[src/rtl/fpu_seq_multiplier_if.sv]
// fpu_seq_multiplier_if: start/done handshake and operand/product bus for the sequential multiplier.
//  start           launch request from the requester
//  mulIn1, mulIn2  unsigned WIDTH-bit operands, latched on an accepted start
//  mulOut          2*WIDTH-bit product, valid while done=1
//  mulHi           upper WIDTH bits of mulOut
//  overflow        |mulHi, valid while done=1
//  busy            high while the product is being computed
//  done            level, high while a finished product is held
interface fpu_seq_multiplier_if #(parameter int WIDTH = 16);
    logic                   start;
    logic [WIDTH-1:0]       mulIn1;
    logic [WIDTH-1:0]       mulIn2;
    logic [2*WIDTH-1:0]     mulOut;
    logic [WIDTH-1:0]       mulHi;
    logic                   overflow;
    logic                   busy;
    logic                   done;
    modport master (output start, mulIn1, mulIn2, input mulOut, mulHi, overflow, busy, done);
    modport slave  (input start, mulIn1, mulIn2, output mulOut, mulHi, overflow, busy, done);
endinterface

[src/rtl/fpu_seq_multiplier.sv]
// fpu_seq_multiplier: unsigned shift-and-add multiplier, one product bit per cycle, fixed WIDTH-cycle compute.
//  clock  rising-edge clock
//  reset  synchronous active-high reset; wins over a simultaneous start
//  bus    slave side of fpu_seq_multiplier_if (start, mulIn1, mulIn2 in; mulOut, mulHi, overflow, busy, done out)
//  FRACW is the operand fraction width; the product is not rescaled, the caller renormalises.
module fpu_seq_multiplier #(
    parameter int WIDTH = 16,
    parameter int FRACW = 10
) (
    input  logic                clock,
    input  logic                reset,
    fpu_seq_multiplier_if.slave bus
);
    localparam int CW = $clog2(WIDTH + 1);

    if (FRACW < 0 || FRACW > WIDTH) begin : gBadFracw
        $error("FRACW must lie within 0..WIDTH");
    end

    typedef enum logic [1:0] {MUL_WAIT = 2'd0, MUL_COMP = 2'd1, MUL_DONE = 2'd2} state_t;

    state_t           state;
    state_t           nextState;
    logic [CW-1:0]    counter;
    logic [WIDTH-1:0] mcand;
    logic [WIDTH:0]   acc;
    logic [WIDTH-1:0] q;
    logic [WIDTH:0]   sum;
    logic             accept;

    assign accept = bus.start && (state == MUL_WAIT || state == MUL_DONE);
    // acc carries one guard bit so the partial sum never loses a carry.
    assign sum    = acc + (q[0] ? {1'b0, mcand} : '0);

    always_ff @(posedge clock) begin
        if (reset) begin
            state   <= MUL_WAIT;
            counter <= '0;
            mcand   <= '0;
            acc     <= '0;
            q       <= '0;
        end else begin
            state <= nextState;
            if (accept) begin
                mcand   <= bus.mulIn1;
                acc     <= '0;
                q       <= bus.mulIn2;
                counter <= CW'(WIDTH);
            end else if (state == MUL_COMP) begin
                // Low product bits shift into q as the consumed multiplier bits shift out.
                {acc, q} <= {sum, q} >> 1;
                counter  <= counter - 1'b1;
            end
        end
    end

    always_comb begin
        nextState = MUL_WAIT;
        case (state)
            MUL_WAIT: nextState = bus.start ? MUL_COMP : MUL_WAIT;
            MUL_COMP: nextState = (counter == CW'(1)) ? MUL_DONE : MUL_COMP;
            MUL_DONE: nextState = bus.start ? MUL_COMP : MUL_DONE;
            default:  nextState = MUL_WAIT;
        endcase
    end

    assign bus.mulOut   = {acc[WIDTH-1:0], q};
    assign bus.mulHi    = acc[WIDTH-1:0];
    assign bus.overflow = |acc[WIDTH-1:0];
    assign bus.busy     = (state == MUL_COMP);
    assign bus.done     = (state == MUL_DONE);
endmodule

[src/flat_wrapper.sv]
// flat-port wrapper written by rule: the top's interface ports become plain ports
module fpu_seq_multiplier_flat 
#(
    parameter int WIDTH = 16,
    parameter int FRACW = 10
)
  (clock, reset, bus_start, bus_mulIn1, bus_mulIn2, bus_mulOut, bus_mulHi, bus_overflow, bus_busy, bus_done);
  fpu_seq_multiplier_if #(.WIDTH(WIDTH)) bus_i ();
  input  logic clock;
  input  logic reset;
  input wire logic [$bits(bus_i.start)-1:0] bus_start;
  input wire logic [$bits(bus_i.mulIn1)-1:0] bus_mulIn1;
  input wire logic [$bits(bus_i.mulIn2)-1:0] bus_mulIn2;
  output wire logic [$bits(bus_i.mulOut)-1:0] bus_mulOut;
  output wire logic [$bits(bus_i.mulHi)-1:0] bus_mulHi;
  output wire logic [$bits(bus_i.overflow)-1:0] bus_overflow;
  output wire logic [$bits(bus_i.busy)-1:0] bus_busy;
  output wire logic [$bits(bus_i.done)-1:0] bus_done;
  assign bus_i.start = bus_start;
  assign bus_i.mulIn1 = bus_mulIn1;
  assign bus_i.mulIn2 = bus_mulIn2;
  assign bus_mulOut = bus_i.mulOut;
  assign bus_mulHi = bus_i.mulHi;
  assign bus_overflow = bus_i.overflow;
  assign bus_busy = bus_i.busy;
  assign bus_done = bus_i.done;
  fpu_seq_multiplier #(.WIDTH(WIDTH), .FRACW(FRACW)) u_core (.clock(clock), .reset(reset), .bus(bus_i));
endmodule
[config.mk]
export PLATFORM = sky130hd
export DESIGN_NAME = fpu_seq_multiplier_flat
export DESIGN_NICKNAME = d
export VERILOG_FILES = /design/src/rtl/fpu_seq_multiplier_if.sv /design/src/rtl/fpu_seq_multiplier.sv /design/src/flat_wrapper.sv
export SDC_FILE = /design/constraint.sdc
export NUM_CORES = 1
export LEC_CHECK = 0
export CORE_MARGIN = 2
export CORE_UTILIZATION = 33
export CTS_CLUSTER_DIAMETER = 50
export CTS_CLUSTER_SIZE = 8
export DETAILED_ROUTE_END_ITERATION = 10
export HOLD_SLACK_MARGIN = 0.12
export REMOVE_ABC_BUFFERS = 1
export SETUP_SLACK_MARGIN = 0.05
export SLEW_MARGIN = 20
export SYNTH_ARGS = -nofsm -noshare
export SYNTH_HDL_FRONTEND = slang
export SYNTH_SLANG_ARGS = --single-unit
[constraint.sdc]
create_clock -name clock -period 5.3 [get_ports clock]
set_clock_uncertainty 0.2 [all_clocks]
set_input_delay 1.06 -clock clock [delete_from_list [all_inputs] [get_ports clock]]
set_output_delay 1.06 -clock clock [all_outputs]
set_load 0.02 [all_outputs]
Word-level counts from Yosys, hierarchy flattened
Cells that the tools add are included.

Add/sub/neg operators: 2. Equal/unequal tests: 3. Muxes and demuxes: 9. Reductions and logical operators: 6.

Operator list (number): $mux W16 (3); $add A16 B17 Y17 (1); $reduce_or A16 Y1 (1); $mux W5 (2); $pmux W2 S3 (1); $eq A5 B1 Y1 const B (1); $sub A5 B1 Y5 const B (1); $mux W2 (2); $eq A2 B1 Y1 const B (1); $eq A2 B2 Y1 const B (1); $logic_not A2 Y1 (1); $reduce_bool A2 Y1 (1); $reduce_or A2 Y1 (1); $logic_and A1 B1 Y1 (1); $logic_or A1 B1 Y1 (1); $mux W1 (1).

Input bits: 35. Output and inout bits: 51. Bits in registers: 55. Word-level logic and storage cells: 26.

Longest topological paths before layout
Gate-level depths: netlist of run 1.

Word-level depth: 4. Gate-level depth with buffers: 9. Gate-level depth less buffers: 8.

Least setup slack after synthesis of run 1
OpenSTA, ideal clock, no wires.

Kind: register to register. Start: register u_core.q[0]. End: register u_core.acc[5]. Arrival: 2.364 ns. Library setup time: 0.070 ns. Buffers on the path: 1. Period minus slack after synthesis: 2.634 ns. Stages on the path, launching flop included: 10. Required time: 5.030 ns. Setup slack: 2.666 ns. Cells stage by stage: dfxtp_1 > clkbuf_1 > and2_1 > ha_1 > fa_1 > a211oi_1 > o21ai_1 > and2_1 > a211o_1 > a21oi_1.

Word-level cells in the longest chain between the ends: 2.

RTL lines: from (decl) (RTL line fpu_seq_multiplier.sv:27) `logic [WIDTH-1:0] q;`; from (signal assigned) (RTL line fpu_seq_multiplier.sv:47) `q <= bus.mulIn2;`; from (signal assigned) (RTL line fpu_seq_multiplier.sv:51) `{acc, q} <= {sum, q} >> 1;`; $mux W16 (RTL line fpu_seq_multiplier.sv:33) `assign sum = acc + (q[0] ? {1'b0, mcand} : '0);`; $add A16 B17 Y17 (RTL line fpu_seq_multiplier.sv:33); to (signal assigned) (RTL line fpu_seq_multiplier.sv:51); to (decl) (RTL line fpu_seq_multiplier.sv:26) `logic [WIDTH:0] acc;`.

No other way between the ends. A chain may end at the register's enable or synchronous reset.

Worst setup path in the final report of run 1
Start: register u_core.acc[10]. End: output port bus_overflow.

Word-level cells in the longest chain between the ends: 1.

RTL lines: $reduce_or A16 Y1 (RTL line fpu_seq_multiplier.sv:69) `assign bus.overflow = |acc[WIDTH-1:0];`; to (decl) (RTL line flat_wrapper.sv:16) `output wire logic [$bits(bus_i.overflow)-1:0] bus_overflow;`.

No other way between the ends.

==> flow_metrics.py, run 1 <==
metrics = {
    "synthesis": {
        "synth_top_area_share": 0.350,
        "synth.cell_area_sq_um": 3150,
        "synth_enable_flop_cells": 0,
        "syn_avg_cell_area_sq_um": 7.95,
        "synthTopCellsByCount": "sky130_fd_sc_hd__dfxtp_1, sky130_fd_sc_hd__nand2_1, sky130_fd_sc_hd__nor2_1, sky130_fd_sc_hd__a21oi_1, sky130_fd_sc_hd__nor3_1",
        "count_of_warnings_emitted_by_yosys": 0,
        "ys_types": 58,
        "synth.ff_latch_count": 55,
        "seq_area_frac_synth": 0.350,
        "post_synth_inst_count": 396,
        "post-synth-top-area-cell": "sky130_fd_sc_hd__dfxtp_1",
        "synth_top_cells_by_area": "sky130_fd_sc_hd__dfxtp_1, sky130_fd_sc_hd__ha_1, sky130_fd_sc_hd__nand2_1",
        "ys_dominant_reg_cell": "sky130_fd_sc_hd__dfxtp_1",
        "asyncSetResetFlopFracSynth": 0,
    },
    "sta": {
        "hold_violations": 0,
        "number_of_endpoints_failing_setup_at_the_final_stage": 0,
        "finalCritPeriodShare": 0.589,
        "final_max_slew_viols": 0,
        "setup_total_negative_slack_ns": 0,
        "maxSlewHeadroom": 0.460,
        "final_critical_path_setup_slack_ns": 2.18,
        "final_period_minus_worst_setup_slack_ns": 3.12,
        "setup_repair_after_global_routing_missed_its_margin": "no",
        "achievable-frequency_mhz": 320,
        "worstMarginPinSlew_ns": 0.804,
    },
    "clock_network": {
        "post_cts_hold_buffer_count": 0,
        "cts_htree_levels": 2,
        "clock_pin_transition_on_the_worst_setup_and_hold_timing_paths_ns": 0.11,
        "cts.sink_count": 55,
        "tritoncts_clock_tree": "done",
        "cts-root-buf": "sky130_fd_sc_hd__clkbuf_8",
        "clk-insertion-delay-late_ns": 0.31,
        "clockBufferDepth": 2,
        "cts-buffers-inserted": 5,
        "ctsResizeCount": 0,
        "setup_bufs_post_cts": 0,
    },
    "power": {
        "power_leakage_nw": 1.57,
        "power_per_cell_area_nw_per_um2": 225,
        "peakVddDrop_mv": 0.140,
        "total_power_mw": 0.914,
    },
    "worst_setup_path": {
        "critPathRequiredTime_ns": 4.04,
        "timing.critical_path.to_type": "primary output",
        "cp.arrival_ns": 1.86,
        "crit_path_max_fanout": 5,
        "criticalPathCategory": "flop to primary output",
        "kind_of_launch_point_of_the_worst_setup_path": "flop",
    },
    "global_routing": {
        "grtUsageTotal": 0.165,
        "number_of_antenna_violations_at_the_first_check_in_global_routing": 0,
        "grt_pass1_wl_mm": 14.0,
        "vias_in_the_first_global_route": 2936,
        "grt_max_degree": 38,
        "overflow": 0,
    },
    "floorplanning": {
        "design.die.area_sq_um": 10300,
        "dieHeight_microns": 102,
        "floorplan.core_area_sq_um": 9240,
        "row_count": 35,
        "io_pins": 86,
        "start_util": 0.341,
        "die_w_microns": 102,
    },
    "place": {
        "dpl_cell_area_sq_um": 3980,
        "dp_worst_setup_slack_ns": 1.93,
        "dpl.hpwl_mm": 6.21,
        "place.port_buffers": 85,
        "place_congestion": 0.827,
    },
    "route": {
        "detailroute.via_count": 3001,
        "routedWlPerCell_microns": 14.3,
        "drt_pre_antenna_iters": 4,
        "drt_iter0_drc": 167,
        "avgViaCountPerCell": 5.12,
        "routed_wirelength_mm": 8.37,
        "remaining_drc_errors": 0,
        "ant_nets": 0,
    },
    "final_layout": {
        "n_antenna_cell": 0,
        "syn_to_final_growth_pct": 29.2,
        "post_route_cells_drive_above_1_share": 0.0416,
        "layout.cell_area.non_filler_sq_um": 4070,
        "final_net_count": 510,
    },
    "status": {
        "outcome": "complete, no violations",
    },
    "min_path": {
        "hp-class": "flop to flop",
    },
    "flow_run": {
        "maxCapViolCount": 0,
    },
}
placed cells by master (no fill, tap or decap), types with 2 or more instances in the layout:
cell type,count
sky130_fd_sc_hd__clkdlybuf4s50_1,85
sky130_fd_sc_hd__nand2_1,55
sky130_fd_sc_hd__dfxtp_1,55
sky130_fd_sc_hd__nor2_1,37
sky130_fd_sc_hd__a21oi_1,33
sky130_fd_sc_hd__nor3_1,19
sky130_fd_sc_hd__ha_1,18
sky130_fd_sc_hd__and2_1,17
sky130_fd_sc_hd__o22ai_1,17
sky130_fd_sc_hd__nand3_1,10
sky130_fd_sc_hd__o21ai_0,9
sky130_fd_sc_hd__inv_1,8
sky130_fd_sc_hd__nand4_1,8
sky130_fd_sc_hd__nor4_1,6
sky130_fd_sc_hd__nand2b_1,5
sky130_fd_sc_hd__xnor2_1,5
sky130_fd_sc_hd__clkbuf_8,5
sky130_fd_sc_hd__a211oi_1,4
sky130_fd_sc_hd__buf_4,4
sky130_fd_sc_hd__nor2b_1,3
sky130_fd_sc_hd__or3_1,3
sky130_fd_sc_hd__a32o_1,3
sky130_fd_sc_hd__mux2i_1,3
sky130_fd_sc_hd__o211a_1,2
sky130_fd_sc_hd__o21ai_1,2
sky130_fd_sc_hd__o211ai_1,2
sky130_fd_sc_hd__o21a_1,2
sky130_fd_sc_hd__nand3b_1,2
sky130_fd_sc_hd__or4_1,2
sky130_fd_sc_hd__nor3b_1,2
sky130_fd_sc_hd__a211o_1,2
sky130_fd_sc_hd__a21o_1,2
sequential cells by signal (all words and copies together), names as in the netlist:
name,count
u_core.acc,16
u_core.counter,5
u_core.state,2
u_core.mcand,16
u_core.q,16
path summary, 6_finish.rpt:
kind,from,to,slack [ns],cells past startpoint
setup / recovery,u_core.acc[10],bus_overflow,2.18,3
hold / removal,u_core.mcand[14],u_core.mcand[14],0.25,2
setup reg to reg,u_core.q[0],u_core.acc[5],2.41,8
hold reg to reg,u_core.mcand[14],u_core.mcand[14],0.25,2
critical path, stage by stage (launching register included):
cell	delay [ns]
sky130_fd_sc_hd__dfxtp_1	0.38
sky130_fd_sc_hd__nor4_1	0.42
sky130_fd_sc_hd__nand4_1	0.18
sky130_fd_sc_hd__clkdlybuf4s50_1	0.58
through the flow:
step / hold slack [ns] / std cells / util
after floorplan: 0.226 / 360 / -
after global placement: 0.239 / 578 / 0.431
after detailed placement: 0.243 / 578 / 0.431
after CTS: 0.258 / 586 / 0.440
after global routing: 0.274 / 586 / 0.440
final: 0.254 / 586 / 0.440
logic make-up after synthesis:
group / Yosys count / share of synthesized area
adders and majority gates: 19 / 0.0779
DFF: 55 / 0.350
and+or+nand+nor: 173 / 0.265
buffers and inverters: 45 / 0.0779
AOI/OAI and AO/OA: 95 / 0.203
xor gates and xnor gates: 6 / 0.0167
muxes: 3 / 0.00954
power by group:
| group | switching (mW) | internal, mW | leakage (nW) | total [mW] |
|---|---|---|---|---|
| sequential | 0.0232 | 0.441 | 0.451 | 0.464 |
| combinational | 0.113 | 0.0975 | 1.08 | 0.210 |
| clock | 0.144 | 0.0954 | 0.0418 | 0.240 |
| total | 0.280 | 0.634 | 1.57 | 0.914 |
final cells by class:
type / count / area, sq um
fillers: 968 / 5170
repair buffers: 89 / 881
multi-input cells: 296 / 1800
clock inverters: 2 / 16.3
well taps: 129 / 161
flip-flops and latches: 55 / 1100
inverters: 9 / 33.8
clock buffers: 6 / 72.6
per-layer routing:
metal	vias up	global-route usage	share of wire
li1	1513	-	-
met1	1410	0.218	0.47
met2	72	0.273	0.46
met3	6	0.0442	0.056
met4	0	0.0312	0.0068
met5	-	0	0
(Power assumes the default switching activity.)
==> run 2: changes to the inputs <==
clock period = 2.7 ns   (was 5.3 ns; I/O delays follow)
==> run 2 against run 1 <==
  * Global-route usage is 0.88 points higher
  * Core utilization increased by 1.3 points
  * Worst setup slack worse by 2.0 ns
  * Clock power rose by 98%
  * Sequential power increased by 96%
  * Routed wire length is 4.0% higher
  * Flip-flop and latch count unchanged
  * Power up 99%
  * Cell count rose by 2.0%
  * Via count rose by 2.6%
  * Sequential share of layout area shrank 0.77 points
  * Combinational power is 110% higher
  * Critical endpoint is now u_core.acc[14]
  * Largest cell class unchanged
==> flow_metrics.py, run 2 (same netlist as run 1, synthesis figures left out) <==
metrics = {
    "route": {
        "routedWlPerCell_microns": 14.6,
        "detailroute.via_count": 3079,
        "drt_pre_antenna_iters": 4,
        "drt_iter0_drc": 100,
        "avgViaCountPerCell": 5.15,
        "remaining_drc_errors": 0,
        "ant_nets": 0,
        "routed_wirelength_mm": 8.70,
    },
    "sta": {
        "final_period_minus_worst_setup_slack_ns": 2.49,
        "achievable-frequency_mhz": 401,
        "number_of_endpoints_failing_setup_at_the_final_stage": 0,
        "setup_total_negative_slack_ns": 0,
        "hold_violations": 0,
        "worstMarginPinSlew_ns": 0.599,
        "final_critical_path_setup_slack_ns": 0.209,
        "final_max_slew_viols": 0,
        "maxSlewHeadroom": 0.600,
        "whs_ns": 0.256,
        "finalCritPeriodShare": 0.923,
        "setup_repair_after_global_routing_missed_its_margin": "no",
    },
    "power": {
        "peakVddDrop_mv": 0.276,
        "seqPwrFrac": 0.499,
        "power_per_cell_area_nw_per_um2": 434,
        "switchingPower_mw": 0.560,
        "power.share.combinational": 0.240,
        "internal-power_mw": 1.26,
        "switching_share": 0.308,
        "power_frac_clock": 0.261,
        "power_leakage_nw": 1.65,
    },
    "clock_network": {
        "cts-buffers-inserted": 5,
        "cts_htree_levels": 2,
        "tritoncts_clock_tree": "done",
        "clk-insertion-delay-late_ns": 0.31,
        "clockBufferDepth": 2,
        "setup_bufs_post_cts": 0,
        "cts.sink_count": 55,
        "clock_pin_transition_on_the_worst_setup_and_hold_timing_paths_ns": 0.10,
        "cts-root-buf": "sky130_fd_sc_hd__clkbuf_8",
    },
    "global_routing": {
        "grt_pass1_wl_mm": 14.6,
        "overflow": 0,
        "grtUsageTotal": 0.174,
        "number_of_antenna_violations_at_the_first_check_in_global_routing": 0,
        "vias_in_the_first_global_route": 3074,
        "grt_max_degree": 37,
    },
    "worst_setup_path": {
        "kind_of_launch_point_of_the_worst_setup_path": "flop",
        "worst_setup_path_startpoint": "u_core.q[0]",
        "cp.arrival_ns": 2.50,
        "crit_path_max_fanout": 8,
        "critPathRequiredTime_ns": 2.71,
        "crit-reg2reg-launch": "u_core.q[0]",
        "criticalPathCategory": "flop to flop",
        "timing.critical_path.to_type": "flop",
    },
    "floorplanning": {
        "io_pins": 86,
        "floorplan.core_area_sq_um": 9240,
        "design.die.area_sq_um": 10300,
        "start_util": 0.341,
        "die_w_microns": 102,
        "row_count": 35,
        "dieHeight_microns": 102,
    },
    "status": {
        "outcome": "complete, no violations",
    },
    "final_layout": {
        "post_route_cells_drive_above_1_share": 0.0810,
        "biggestRegsByFlops": "u_core.acc: 16 flops, u_core.mcand: 16 flops, u_core.q: 16 flops",
        "final_util": 0.454,
        "syn_to_final_growth_pct": 33.1,
        "final_net_count": 522,
        "n_antenna_cell": 0,
        "commonest_cells_after_routing_fill_and_taps_aside": "sky130_fd_sc_hd__clkdlybuf4s50_1, sky130_fd_sc_hd__nand2_1, sky130_fd_sc_hd__dfxtp_1",
        "layout.cells.most_common": "sky130_fd_sc_hd__clkdlybuf4s50_1",
    },
    "min_path": {
        "hp-class": "flop to flop",
        "holdCritStartpoint": "u_core.mcand[6]",
    },
    "place": {
        "dp_worst_setup_slack_ns": 0.162,
        "dpl.hpwl_mm": 6.62,
        "place.port_buffers": 85,
        "place_congestion": 0.909,
    },
    "flow_run": {
        "maxCapViolCount": 0,
    },
}
-- run 2: cell types whose count changed in the layout (fill, tap and decap cells not counted), sizes merged --
| cell | change |
|---|---|
| buf | +12 |
| dlymetal6s2s | +1 |
| clkdlybuf4s50 | -1 |
-- run 2: what timing repair did --
| item | CTS | global route |
|---|---|---|
| pin swaps | 0 | 1 |
| hold buffers | 0 | 0 |
| resized for setup | 1 | 7 |
| endpoints found under the setup margin | 1 | 8 |
-- run 2: per-layer routing --
layer | track usage | wire [microns]
met1 | 0.220 | 3890
met2 | 0.296 | 4130
met3 | 0.0497 | 585
met4 | 0.0353 | 87
met5 | 0 | 0
-- run 2: worst paths after layout --
check             cells past startpoint  slack, ns               to
setup / recovery                      8       0.21   u_core.acc[14]
hold / removal                        2       0.26  u_core.mcand[6]
setup reg to reg                      8       0.21   u_core.acc[14]
hold reg to reg                       2       0.26  u_core.mcand[6]
-- run 2: final cells by class --
cell class | instances | area (sq um)
fillers | 975 | 5050
multi-input cells | 296 | 1830
flip-flops and latches | 55 | 1100
repair buffers | 101 | 973
well taps | 129 | 161
clock buffers | 6 | 72.6
inverters | 9 | 33.8
clock inverters | 2 | 16.3
-- run 2: critical path: stages, from the launching register on --
cell                       delay, ns
sky130_fd_sc_hd__dfxtp_2        0.36
sky130_fd_sc_hd__buf_4          0.15
sky130_fd_sc_hd__and2_1         0.17
sky130_fd_sc_hd__ha_2           0.39
sky130_fd_sc_hd__nand4_1        0.15
sky130_fd_sc_hd__or3_1          0.38
sky130_fd_sc_hd__o221ai_2       0.21
sky130_fd_sc_hd__o21ai_0        0.12
sky130_fd_sc_hd__a32o_1         0.26
-- run 2: power groups by stage --
stage | sequential [mW] | clock (mW) | combinational (mW)
after detailed placement | 0.925 | 0 | 0.438
after CTS | 0.908 | 0.500 | 0.441
final | 0.908 | 0.475 | 0.437
after floorplan | 0.962 | 0 | 0.180
after global placement | 0.925 | 0 | 0.433
after global routing | 0.917 | 0.528 | 0.478
-- run 2: through the flow --
| stage | power [mW] | std cells | instance area [sq um] |
|---|---|---|---|
| 3_3_place_gp | 1.36 | 590 | 4070 |
| 2_1_floorplan | 1.14 | 360 | 2940 |
| 4_1_cts | 1.85 | 598 | 4160 |
| 3_5_place_dp | 1.36 | 590 | 4070 |
| 5_1_grt | 1.92 | 598 | 4190 |
| 6_report | 1.82 | 598 | 4190 |
==> run 3: changes to the inputs <==
GPL_TIMING_DRIVEN = 1   (was unset)
TNS_END_PERCENT = 30   (was unset)
==> run 3 against run 2 <==
  * Cell count unchanged
  * Power up 0.16%
  * Count of clock-buffer cells in the layout unchanged
  * Non-clock buffer count unchanged
  * Flip-flop and latch count unchanged
  * Via count up 0.32%
  * Fmax down 3.4%
  * Worst setup slack worse by 0.088 ns
  * Largest power group unchanged
  * Highest routed layer unchanged
==> flow_metrics.py, run 3 (same netlist as run 1, synthesis figures left out) <==
metrics = {
    "clock_network": {
        "clockBufferDepth": 2,
        "cts.sink_count": 55,
        "cts_htree_levels": 2,
        "cts-root-buf": "sky130_fd_sc_hd__clkbuf_8",
        "setup_bufs_post_cts": 0,
        "clk-insertion-delay-late_ns": 0.31,
        "clock_pin_transition_on_the_worst_setup_and_hold_timing_paths_ns": 0.11,
        "tritoncts_clock_tree": "done",
        "post_cts_hold_buffer_count": 0,
        "cts-buffers-inserted": 5,
    },
    "power": {
        "power_leakage_nw": 1.64,
        "peakVddDrop_mv": 0.276,
        "power_per_cell_area_nw_per_um2": 435,
    },
    "route": {
        "drt_iter0_drc": 102,
        "ant_nets": 0,
        "remaining_drc_errors": 0,
        "avgViaCountPerCell": 5.17,
        "routed_wirelength_mm": 8.67,
        "drt_pre_antenna_iters": 4,
        "routedWlPerCell_microns": 14.5,
        "detailroute.via_count": 3089,
    },
    "worst_setup_path": {
        "crit_path_max_fanout": 4,
        "worstReg2RegEnd": "u_core.acc[14]",
        "critPathRequiredTime_ns": 1.96,
        "critPathCapture": "bus_overflow",
        "kind_of_launch_point_of_the_worst_setup_path": "flop",
        "criticalPathCategory": "flop to primary output",
        "worst_setup_path_startpoint": "u_core.acc[0]",
        "timing.critical_path.cells": "buf_4, nor4_2, nand4_1, clkdlybuf4s50_1",
        "critical_path.slowest_cell": "sky130_fd_sc_hd__clkdlybuf4s50_1",
        "reg2reg_slack_ns": 0.18,
        "crit-reg2reg-launch": "u_core.q[0]",
        "worst_path_largest_cell_delay_ns": 0.57,
        "timing.critical_path.to_type": "primary output",
        "cp.arrival_ns": 1.84,
        "rr_worst_depth": 8,
    },
    "global_routing": {
        "grtUsageTotal": 0.174,
        "grt_pass1_wl_mm": 14.6,
        "grt_max_degree": 37,
        "vias_in_the_first_global_route": 3074,
        "overflow": 0,
        "number_of_antenna_violations_at_the_first_check_in_global_routing": 0,
    },
    "final_layout": {
        "layout.cells.most_common": "sky130_fd_sc_hd__clkdlybuf4s50_1",
        "n_antenna_cell": 0,
        "biggestRegsByFlops": "u_core.acc: 16 flops, u_core.mcand: 16 flops, u_core.q: 16 flops",
        "final_util": 0.453,
        "post_route_cells_drive_above_1_share": 0.0789,
        "commonest_cells_after_routing_fill_and_taps_aside": "sky130_fd_sc_hd__clkdlybuf4s50_1, sky130_fd_sc_hd__nand2_1, sky130_fd_sc_hd__dfxtp_1",
        "multiInputGateArea_sq_um": 1830,
        "final-seq-area_sq_um": 1100,
        "final_net_count": 522,
        "final.fill_count": 976,
        "syn_to_final_growth_pct": 33.0,
    },
    "place": {
        "dp_worst_setup_slack_ns": 0.162,
        "place.port_buffers": 85,
        "dpl.hpwl_mm": 6.62,
        "place_congestion": 0.909,
    },
    "floorplanning": {
        "dieHeight_microns": 102,
        "die_w_microns": 102,
        "floorplan.core_area_sq_um": 9240,
        "io_pins": 86,
        "design.die.area_sq_um": 10300,
        "row_count": 35,
        "start_util": 0.341,
    },
    "status": {
        "outcome": "complete, no violations",
    },
    "sta": {
        "setup_total_negative_slack_ns": 0,
        "finalCritPeriodShare": 0.955,
        "final_period_minus_worst_setup_slack_ns": 2.58,
        "number_of_endpoints_failing_setup_at_the_final_stage": 0,
        "setup_repair_after_global_routing_missed_its_margin": "yes",
        "worstMarginPinSlew_ns": 0.579,
        "maxSlewHeadroom": 0.613,
        "final_max_slew_viols": 0,
        "achievable-frequency_mhz": 388,
        "hold_violations": 0,
        "final_critical_path_setup_slack_ns": 0.120,
    },
    "min_path": {
        "hp-class": "flop to flop",
    },
    "flow_run": {
        "maxCapViolCount": 0,
    },
}
run 3: cell types whose count changed in the layout (fill, tap and decap cells not counted):
cell	change
sky130_fd_sc_hd__clkdlybuf4s50_1	+1
sky130_fd_sc_hd__dfxtp_1	+1
sky130_fd_sc_hd__dfxtp_2	-1
sky130_fd_sc_hd__dlymetal6s2s_1	-1
run 3: worst min path at each step:
stage	startpoint	end	slack, ns	cells after the start
floorplan	u_core.mcand[0]	u_core.mcand[0]	0.23	2
global placement	u_core.mcand[6]	u_core.mcand[6]	0.24	2
detailed placement	u_core.mcand[6]	u_core.mcand[6]	0.24	2
CTS	u_core.mcand[6]	u_core.mcand[6]	0.26	2
global route	u_core.mcand[0]	u_core.mcand[0]	0.28	2
finish	u_core.mcand[6]	u_core.mcand[6]	0.26	2
run 3: report_power, final:
part / switching, mW / internal, mW / total [mW]
Sequential: 0.0415 / 0.866 / 0.907
Combinational: 0.230 / 0.207 / 0.437
Clock: 0.291 / 0.188 / 0.479
run 3: critical path: cells and delay by family (launching register included):
family / cells / cell delay [ns]
buf+inv: 2 / 0.72
simple gates: 2 / 0.45
flops: 1 / 0.35
run 3: timing repair:
| action | in CTS | in global routing |
|---|---|---|
| gates cloned | 0 | 0 |
| gates resized for setup | 1 | 5 |
| pin swaps | 0 | 1 |
| hold endpoints to repair | 0 | 0 |
| endpoints found under the setup margin | 1 | 8 |
run 3: area by class of cell:
class / instances / area share
clock inverter: 2 / 0.00388
multi-input combinational: 296 / 0.437
inverter: 9 / 0.00807
sequential: 55 / 0.263
timing repair buffer: 101 / 0.232
clock buffer: 6 / 0.0173
tap: 129 / 0.0385
run 3: metal layers:
metal / share of wire / global-route usage / vias to the layer above
met2: 0.48 / 0.296 / 87
met3: 0.064 / 0.0497 / 10
met1: 0.45 / 0.220 / 1453
li1: - / - / 1539
met5: 0 / 0 / -
met4: 0.0081 / 0.0353 / 0
run 3: metrics by stage:
step | instances | area, sq um | hold WS [ns] | total power, mW
after global placement | 590 | 4070 | 0.241 | 1.36
after floorplan | 360 | 2940 | 0.226 | 1.14
after detailed placement | 590 | 4070 | 0.245 | 1.36
final | 598 | 4190 | 0.257 | 1.82
after CTS | 598 | 4160 | 0.260 | 1.85
after global routing | 598 | 4190 | 0.279 | 1.92
